**src/rtl/gan_pkg.sv**
```systemverilog
// rtl/gan_pkg.sv - shared constants, layer layout and state encoding for the GAN parameter loader
// Layer sizes of the 4-4-2-1-1-1-2-4-4 pipeline, flat word offsets of every
// weight/bias block inside param_bus, and the loader FSM encoding.
package gan_pkg;

    localparam int WIDTH = 16;

    // Neuron (output) and input counts per layer.
    localparam int L1_N_IN = 4;  localparam int L1_N_OUT = 4;
    localparam int L2_N_IN = 4;  localparam int L2_N_OUT = 2;
    localparam int L3_N_IN = 2;  localparam int L3_N_OUT = 1;
    localparam int L4_N_IN = 1;  localparam int L4_N_OUT = 1;
    localparam int L5_N_IN = 1;  localparam int L5_N_OUT = 1;
    localparam int L6_N_IN = 1;  localparam int L6_N_OUT = 2;
    localparam int L7_N_IN = 2;  localparam int L7_N_OUT = 4;
    localparam int L8_N_IN = 4;  localparam int L8_N_OUT = 4;

    // Word offsets: each layer is weights (neuron-major) followed by biases,
    // so every layer bus is one contiguous slice of param_bus.
    localparam int L1_W_OFF = 0;
    localparam int L1_B_OFF = L1_W_OFF + L1_N_OUT * L1_N_IN;   // 16
    localparam int L2_W_OFF = L1_B_OFF + L1_N_OUT;             // 20
    localparam int L2_B_OFF = L2_W_OFF + L2_N_OUT * L2_N_IN;   // 28
    localparam int L3_W_OFF = L2_B_OFF + L2_N_OUT;             // 30
    localparam int L3_B_OFF = L3_W_OFF + L3_N_OUT * L3_N_IN;   // 32
    localparam int L4_W_OFF = L3_B_OFF + L3_N_OUT;             // 33
    localparam int L4_B_OFF = L4_W_OFF + L4_N_OUT * L4_N_IN;   // 34
    localparam int L5_W_OFF = L4_B_OFF + L4_N_OUT;             // 35
    localparam int L5_B_OFF = L5_W_OFF + L5_N_OUT * L5_N_IN;   // 36
    localparam int L6_W_OFF = L5_B_OFF + L5_N_OUT;             // 37
    localparam int L6_B_OFF = L6_W_OFF + L6_N_OUT * L6_N_IN;   // 39
    localparam int L7_W_OFF = L6_B_OFF + L6_N_OUT;             // 41
    localparam int L7_B_OFF = L7_W_OFF + L7_N_OUT * L7_N_IN;   // 49
    localparam int L8_W_OFF = L7_B_OFF + L7_N_OUT;             // 53
    localparam int L8_B_OFF = L8_W_OFF + L8_N_OUT * L8_N_IN;   // 69

    localparam int N_WORDS = L8_B_OFF + L8_N_OUT;              // 73
    localparam int CNT_W   = $clog2(N_WORDS);                  // 7

    // Bit position of flat word k inside param_bus.
    function automatic int word_lsb(input int k);
        return k * WIDTH;
    endfunction

    typedef enum logic [1:0] {
        ST_IDLE = 2'd0,
        ST_LOAD = 2'd1,
        ST_DONE = 2'd2,
        ST_ERR  = 2'd3
    } state_t;

endpackage

```
**src/rtl/gan_param_bank.sv**
```systemverilog
// rtl/gan_param_bank.sv - shadow/active parameter register banks with atomic commit
// Ports: clk, rst (async active-low); wr_en/wr_addr/wr_data write one shadow
// word; commit copies the shadow bank into the active bank, forwarding a
// same-cycle write so the final word lands in the same edge; active_bus is
// the flattened active bank.
module gan_param_bank
    import gan_pkg::*;
(
    input  logic                     clk,
    input  logic                     rst,
    input  logic                     wr_en,
    input  logic [CNT_W-1:0]         wr_addr,
    input  logic [WIDTH-1:0]         wr_data,
    input  logic                     commit,
    output logic [WIDTH*N_WORDS-1:0] active_bus
);

    logic [WIDTH-1:0] shadow [N_WORDS];
    logic [WIDTH-1:0] active [N_WORDS];

    always_ff @(posedge clk or negedge rst) begin
        if (!rst) begin
            for (int k = 0; k < N_WORDS; k++) begin
                shadow[k] <= '0;
            end
        end else begin
            for (int k = 0; k < N_WORDS; k++) begin
                if (wr_en && wr_addr == CNT_W'(k)) begin
                    shadow[k] <= wr_data;
                end
            end
        end
    end

    // The word written on the commit edge is not yet in shadow, so bypass it.
    always_ff @(posedge clk or negedge rst) begin
        if (!rst) begin
            for (int k = 0; k < N_WORDS; k++) begin
                active[k] <= '0;
            end
        end else if (commit) begin
            for (int k = 0; k < N_WORDS; k++) begin
                active[k] <= (wr_en && wr_addr == CNT_W'(k)) ? wr_data : shadow[k];
            end
        end
    end

    genvar g;
    generate
        for (g = 0; g < N_WORDS; g++) begin : g_flat
            assign active_bus[g*WIDTH +: WIDTH] = active[g];
        end
    endgenerate

endmodule

```
**src/rtl/gan_param_loader.sv**
```systemverilog
// rtl/gan_param_loader.sv - framed stream loader filling the GAN weight/bias set
// Ports: clk, rst (async active-low); load_start restarts a frame;
// s_valid/s_ready/s_data/s_last form the word stream; param_bus is the
// committed parameter set (word k at [k*WIDTH +: WIDTH]); params_valid,
// load_busy, load_err and word_cnt report loader status.
module gan_param_loader
    import gan_pkg::*;
(
    input  logic                     clk,
    input  logic                     rst,
    input  logic                     load_start,
    input  logic                     s_valid,
    output logic                     s_ready,
    input  logic [WIDTH-1:0]         s_data,
    input  logic                     s_last,
    output logic [WIDTH*N_WORDS-1:0] param_bus,
    output logic                     params_valid,
    output logic                     load_busy,
    output logic                     load_err,
    output logic [CNT_W-1:0]         word_cnt
);

    state_t           state_q, state_d;
    logic [CNT_W-1:0] cnt_q, cnt_d;
    logic             valid_q;
    logic             accept;
    logic             at_last_word;
    logic             commit;

    // A restart wins over a beat presented in the same cycle.
    assign s_ready      = (state_q == ST_LOAD) && !load_start;
    assign accept       = s_valid && s_ready;
    assign at_last_word = (cnt_q == CNT_W'(N_WORDS - 1));
    assign commit       = accept && at_last_word && s_last;

    always_comb begin
        state_d = state_q;
        cnt_d   = cnt_q;
        if (load_start) begin
            state_d = ST_LOAD;
            cnt_d   = '0;
        end else if (accept) begin
            cnt_d = cnt_q + CNT_W'(1);
            if (at_last_word) begin
                state_d = s_last ? ST_DONE : ST_ERR;
            end else if (s_last) begin
                state_d = ST_ERR;
            end
        end
    end

    always_ff @(posedge clk or negedge rst) begin
        if (!rst) begin
            state_q <= ST_IDLE;
            cnt_q   <= '0;
            valid_q <= 1'b0;
        end else begin
            state_q <= state_d;
            cnt_q   <= cnt_d;
            if (commit) begin
                valid_q <= 1'b1;
            end
        end
    end

    gan_param_bank u_bank (
        .clk        (clk),
        .rst        (rst),
        .wr_en      (accept),
        .wr_addr    (cnt_q),
        .wr_data    (s_data),
        .commit     (commit),
        .active_bus (param_bus)
    );

    assign params_valid = valid_q;
    assign load_busy    = (state_q == ST_LOAD);
    assign load_err     = (state_q == ST_ERR);
    assign word_cnt     = cnt_q;

endmodule

```
**config.mk**
```make
export PLATFORM = sky130hd
export DESIGN_NAME = gan_param_loader
export DESIGN_NICKNAME = d
export VERILOG_FILES = /design/src/rtl/gan_pkg.sv /design/src/rtl/gan_param_bank.sv /design/src/rtl/gan_param_loader.sv
export SDC_FILE = /design/constraint.sdc
export NUM_CORES = 2
export LEC_CHECK = 0
export CORE_AREA = 8 8 463 465
export CTS_CLUSTER_DIAMETER = 30
export CTS_CLUSTER_SIZE = 30
export DETAILED_ROUTE_END_ITERATION = 8
export DIE_AREA = 0 0 471 473
export PLACE_DENSITY = 0.66
export SLEW_MARGIN = 10
export SYNTH_ARGS = -nofsm -noshare
export SYNTH_HDL_FRONTEND = slang
export SYNTH_SLANG_ARGS = --single-unit
```
**constraint.sdc**
```tcl
create_clock -name clk -period 4 [get_ports clk]
set_clock_uncertainty 0.05 [all_clocks]
set_input_delay 0.8 -clock clk [delete_from_list [all_inputs] [get_ports clk]]
set_output_delay 0.8 -clock clk [all_outputs]
set_load 0.01 [all_outputs]
```
## Yosys cells after proc, flatten, opt, wreduce, memory -nomap -nowiden

Cells that the tools add are included.

| word-level totals | value |
|---|---|
| bits in registers | 2346 |
| input port bits | 21 |
| output and inout bits | 1179 |
| word-level logic and storage cells | 385 |

| operators by class | value |
|---|---|
| $add $sub $neg | 1 |
| mux-type cells | 80 |
| reductions and logical operators | 81 |
| equality and inequality tests | 74 |

Operators by type and width:

| cell | number |
|---|---|
| two-way mux 16 bit | 73 |
| == test 7 x 6 -> 1 bit (second input constant) | 32 |
| == test 7 x 5 -> 1 bit (second input constant) | 16 |
| logical AND 1 bit | 76 |
| == test 7 bit (second input constant) | 9 |
| == test 7 x 4 -> 1 bit (second input constant) | 8 |
| == test 7 x 3 -> 1 bit (second input constant) | 4 |
| == test 7 x 2 -> 1 bit (second input constant) | 2 |
| two-way mux 7 bit | 2 |
| two-way mux 2 bit | 4 |
| adder 7 x 1 -> 7 bit (second input constant) | 1 |
| == test 7 x 1 -> 1 bit (second input constant) | 1 |
| zero test 7 bit | 1 |
| nonzero test 3 bit | 1 |
| == test 2 x 1 -> 1 bit (second input constant) | 1 |
| == test 2 bit (second input constant) | 1 |
| AND reduction 2 bit | 1 |
| nonzero test 2 bit | 1 |
| zero test 1 bit | 1 |
| two-way mux 1 bit | 1 |

## Logic depth before layout (Yosys ltp)

| depth | value |
|---|---|
| depth in word-level cells | 5 |
| depth in mapped cells | 10 |
| gate-level depth less buffers | 5 |

## Hierarchy

Synthesis repeated with hierarchy kept, for this count alone.

| unflattened totals | value |
|---|---|
| cells, all modules | 9182 |
| area total of the unflattened synthesis | 92530.0 sq um |

Modules (own cells, without submodules):

| module | times used | cells an instance | area each (sq um) | sequential area each (sq um) |
|---|---|---|---|---|
| gan_param_bank | 1 | 9127 | 92003.2 | 58456.1 |
| gan_param_loader | 1 | 55 | 526.8 | 250.2 |

## Worst setup path after synthesis

No wires, ideal clock.

| timing | value |
|---|---|
| path type | input to register |
| start point | input port load_start |
| end point | register u_bank.shadow[1029] in the netlist's numbering |
| arrival | 2.249 ns |
| path buffers | 4 |
| setup time | 0.125 ns |
| required time | 3.825 ns |
| stages | 7 |
| path slack | 1.576 ns |
| cells stage by stage | buf_6 > and4bb_4 > buf_8 > and3_1 > buf_2 > buf_2 > mux2_2 |

| on the way | value |
|---|---|
| longest elaborated chain between the ends | 5 |

Ends and longest elaborated chain:

| what | RTL line | RTL |
|---|---|---|
| from (decl) | gan_param_loader.sv:11 | `input logic load_start,` |
| zero test 1 bit | gan_param_loader.sv:31 | `assign s_ready = (state_q == ST_LOAD) && !load_start;` |
| logical AND 1 bit | gan_param_loader.sv:31 |  |
| logical AND 1 bit | gan_param_loader.sv:32 | `assign accept = s_valid && s_ready;` |
| logical AND 1 bit | gan_param_bank.sv:28 | `if (wr_en && wr_addr == CNT_W'(k)) begin` |
| two-way mux 16 bit | - |  |
| to (signal, indexed assignment) | gan_param_bank.sv:29 | `shadow[k] <= wr_data;` |
| to (decl) | gan_param_bank.sv:18 | `logic [WIDTH-1:0] shadow [N_WORDS];` |

No other way between the ends.
A chain may end at the register's enable or synchronous reset.

## Final worst setup path

| timing | value |
|---|---|
| start point | register state_q[0] |
| end point | output port s_ready |

| on the way | value |
|---|---|
| longest elaborated chain between the ends | 2 |

Ends and longest elaborated chain:

| what | RTL line | RTL |
|---|---|---|
| from (decl) | gan_param_loader.sv:23 | `state_t state_q, state_d;` |
| from (signal assigned) | gan_param_loader.sv:58 | `state_q <= state_d;` |
| == test 2 x 1 -> 1 bit | gan_param_loader.sv:31 |  |
| logical AND 1 bit | gan_param_loader.sv:31 |  |
| to (decl) | gan_param_loader.sv:13 | `output logic s_ready,` |

No other way between the ends.

==> metrics <==
Hold Crit Class=input port to flip-flop; DP Wirelength=181000 um; Crit. End Element=output pin; global-route wire length before repair=406000 um; Pwr Total=64300 uW; Final Util=0.588; fillers=15400; Power Density=530 nW/um2; outcome=finished, final reports clean; Post-Syn Nets=5254; synth warn=0; Final GP Congestion=0.802; dpl ws=365 ps; Syn Std Cell Area=90300 um2; dominant cell type by area after synthesis=dfrtp_1; clk buf depth=4; top cells by area, synth=dfrtp_1, mux2_2, mux2_4; Setup Viol. Count Final=0; area of the multi-input gates=29500 um2; hold_sp=s_data[11]; sequential fraction of the synthesis area=0.645; I/O pin count=1200; GRT Resource Usage Total=0.247; flops & latches, synth=2330; routed wire length per instance=28.7 um; Clk pin slew, worst setup/hold paths=50 ps; Avg Cell Area, Syn=17.3 um2; Layout Nets=6715; Max Freq=286 MHz; Max IR drop VDD=0.636 mV; Synth Instances=5229; crit path time final=3500 ps; Sink Count=2330; Worst EP arrival=2650 ps; CTS tree=built; Least-Margin Pin Slew=1020 ps; worst r2r src=word_cnt[0]; root buf cell=clkbuf_16; max capacitance violation total=0; core area=206000 um2; Worst Setup Path Type=flip-flop to output pin; Worst Path Max Fanout=6; die height=473 um; Rows=167; via count=51300; leakage=0.0616 uW; die area=223000 um2; via count of the first global-routing pass=55900; Die Width=471 um; total CTS buffers=455; final worst slack=504 ps; area share of the largest cell type after synthesis=0.645; Starting Density=0.438; Initial DRT Pass Iterations=4; Reg area=58300 um2; synth-to-layout area growth=34.3%; RSZ-0062 raised after global routing=false; Synth cell types=40; largest net degree at the start of global routing=159; post_cts resized=0; I/O Buffers=1199; slew margin rel.=0.320; Post-Route WL=281000 um; final hold vios=0; Total Neg Setup Slack=0 ps; Final Cycle Share=0.874; r2r setup slk=1100 ps; Slew Viols, Final=0; Skew-Pair Late Insertion Delay=970 ps; drt drc=0; crit path from=state_q[0]; initial DRC count=2929; initial antenna violation count=16; H-Tree Depth=5; Vias/cell=5.25; Setup crit start kind=flip-flop; Crit path required time=3150 ps; grt total ovfl=0; antenna-violating nets left=0; layout cells sized above 1=0.435
-- per-stage QoR --
stage / instance area (um2) / hold slack (ps) / instances
after floorplan: 90300 / 402 / 5229
after global placement: 105000 / 399 / 8936
after detailed placement: 105000 / 406 / 8936
after CTS: 121000 / 71.8 / 9760
after global routing: 121000 / 97.7 / 9762
final: 121000 / 169 / 9766
-- layer usage --
layer,part of all wire,global-route usage
met5,0,0
met4,0.043,0.101
met1,0.40,0.303
met3,0.084,0.0932
met2,0.47,0.396
-- report_power, final --
group / switching (uW) / total [uW] / leakage [uW] / internal [uW]
clock: 12400 / 38800 / 0.00775 / 26400
sequential: 124 / 24000 / 0.0324 / 23900
combinational: 1150 / 1510 / 0.0214 / 358
-- cell type report --
type | instances | share of cell area
multi-input cells | 2504 | 0.243
flip-flops and latches | 2330 | 0.480
clock buffers | 582 | 0.104
well taps | 2704 | 0.0279
clock inverters | 241 | 0.0270
inverters | 20 | 0.000619
diodes | 6 | 0.000124
repair buffers | 1379 | 0.117
-- state kept, by name, summed over array words and instances, names as in the netlist --
register / flops
u_bank.active_bus: 1168
u_bank.shadow: 1152
word_cnt: 7
state_q: 2
params_valid: 1
-- path summary, 6_finish.rpt --
kind,endpoint,cells past startpoint
setup / recovery,s_ready,4
setup reg to reg,u_bank.active_bus[621],7
hold / removal,u_bank.shadow[75],2
max in group asynchronous,u_bank.shadow[966],3
hold reg to reg,u_bank.active_bus[612],1
min in group asynchronous,u_bank.shadow[611],2
-- cells by family (layout without fill, tap and decap cells) --
| family | Yosys count | count (layout) | share of synthesized area |
|---|---|---|---|
| mux | 2320 | 2320 | 0.301 |
| other cells | 0 | 6 | 0 |
| xor+xnor | 1 | 1 | 0.0000970 |
| flops | 2330 | 2330 | 0.645 |
| compound gates | 14 | 14 | 0.000983 |
| fa+ha+maj | 4 | 4 | 0.000554 |
| buf+inv | 395 | 2222 | 0.0286 |
| simple gates | 165 | 165 | 0.0229 |
-- cell usage after synthesis (all sizes together) --
cell,number
xnor2,1
o21a,1
o2bb2ai,1
o41ai,1
nor3,1
or4,1
mux2,2304
o31ai,2
nand3b,2
and2b,3
nand2b,1
a21oi,5
nor2b,48
nand2,19
nand3,2
nor3b,3
and4bb,1
or3,3
nand4,69
inv,20
clkbuf,133
and2,3
and3b,2
dfrtp,2330
and3,4
mux2i,16
o21ai,3
nor2,2
o311ai,1
nand4bb,1
ha,4
buf,242
-- placed cells by master, fill, tap and decap left out, types with 4 or more instances in the layout --
cell type / synthesis / layout
buf_12: 5 / 66
dfrtp_1: 2330 / 2330
inv_6: 0 / 16
clkinv_4: 0 / 24
nand4_4: 68 / 68
clkinvlp_4: 0 / 40
and3_1: 4 / 4
nand2_1: 19 / 19
mux2_2: 1721 / 1721
clkbuf_16: 0 / 458
mux2i_1: 16 / 16
buf_4: 18 / 129
nor2b_1: 48 / 47
clkdlybuf4s50_1: 0 / 1182
inv_1: 20 / 20
diode_2: 0 / 6
mux2_4: 299 / 299
mux2_1: 284 / 284
a21oi_1: 5 / 5
clkinv_2: 0 / 84
bufinv_16: 0 / 66
clkbuf_1: 133 / 54
clkbuf_8: 0 / 70
-- timing repair --
| item | in CTS | in global routing |
|---|---|---|
| hold buffers | 1 | 0 |
| setup buffers | 0 | 0 |
| endpoints found under the hold margin | 34 | 0 |
-- worst max-delay path, cell delays in order, from the launching register on --
cell             delay (ps)
dfrtp_1                 410
nor2b_1                 150
buf_4                   160
and2_1                  340
clkdlybuf4s50_1         670
(Power assumes the default switching activity.)
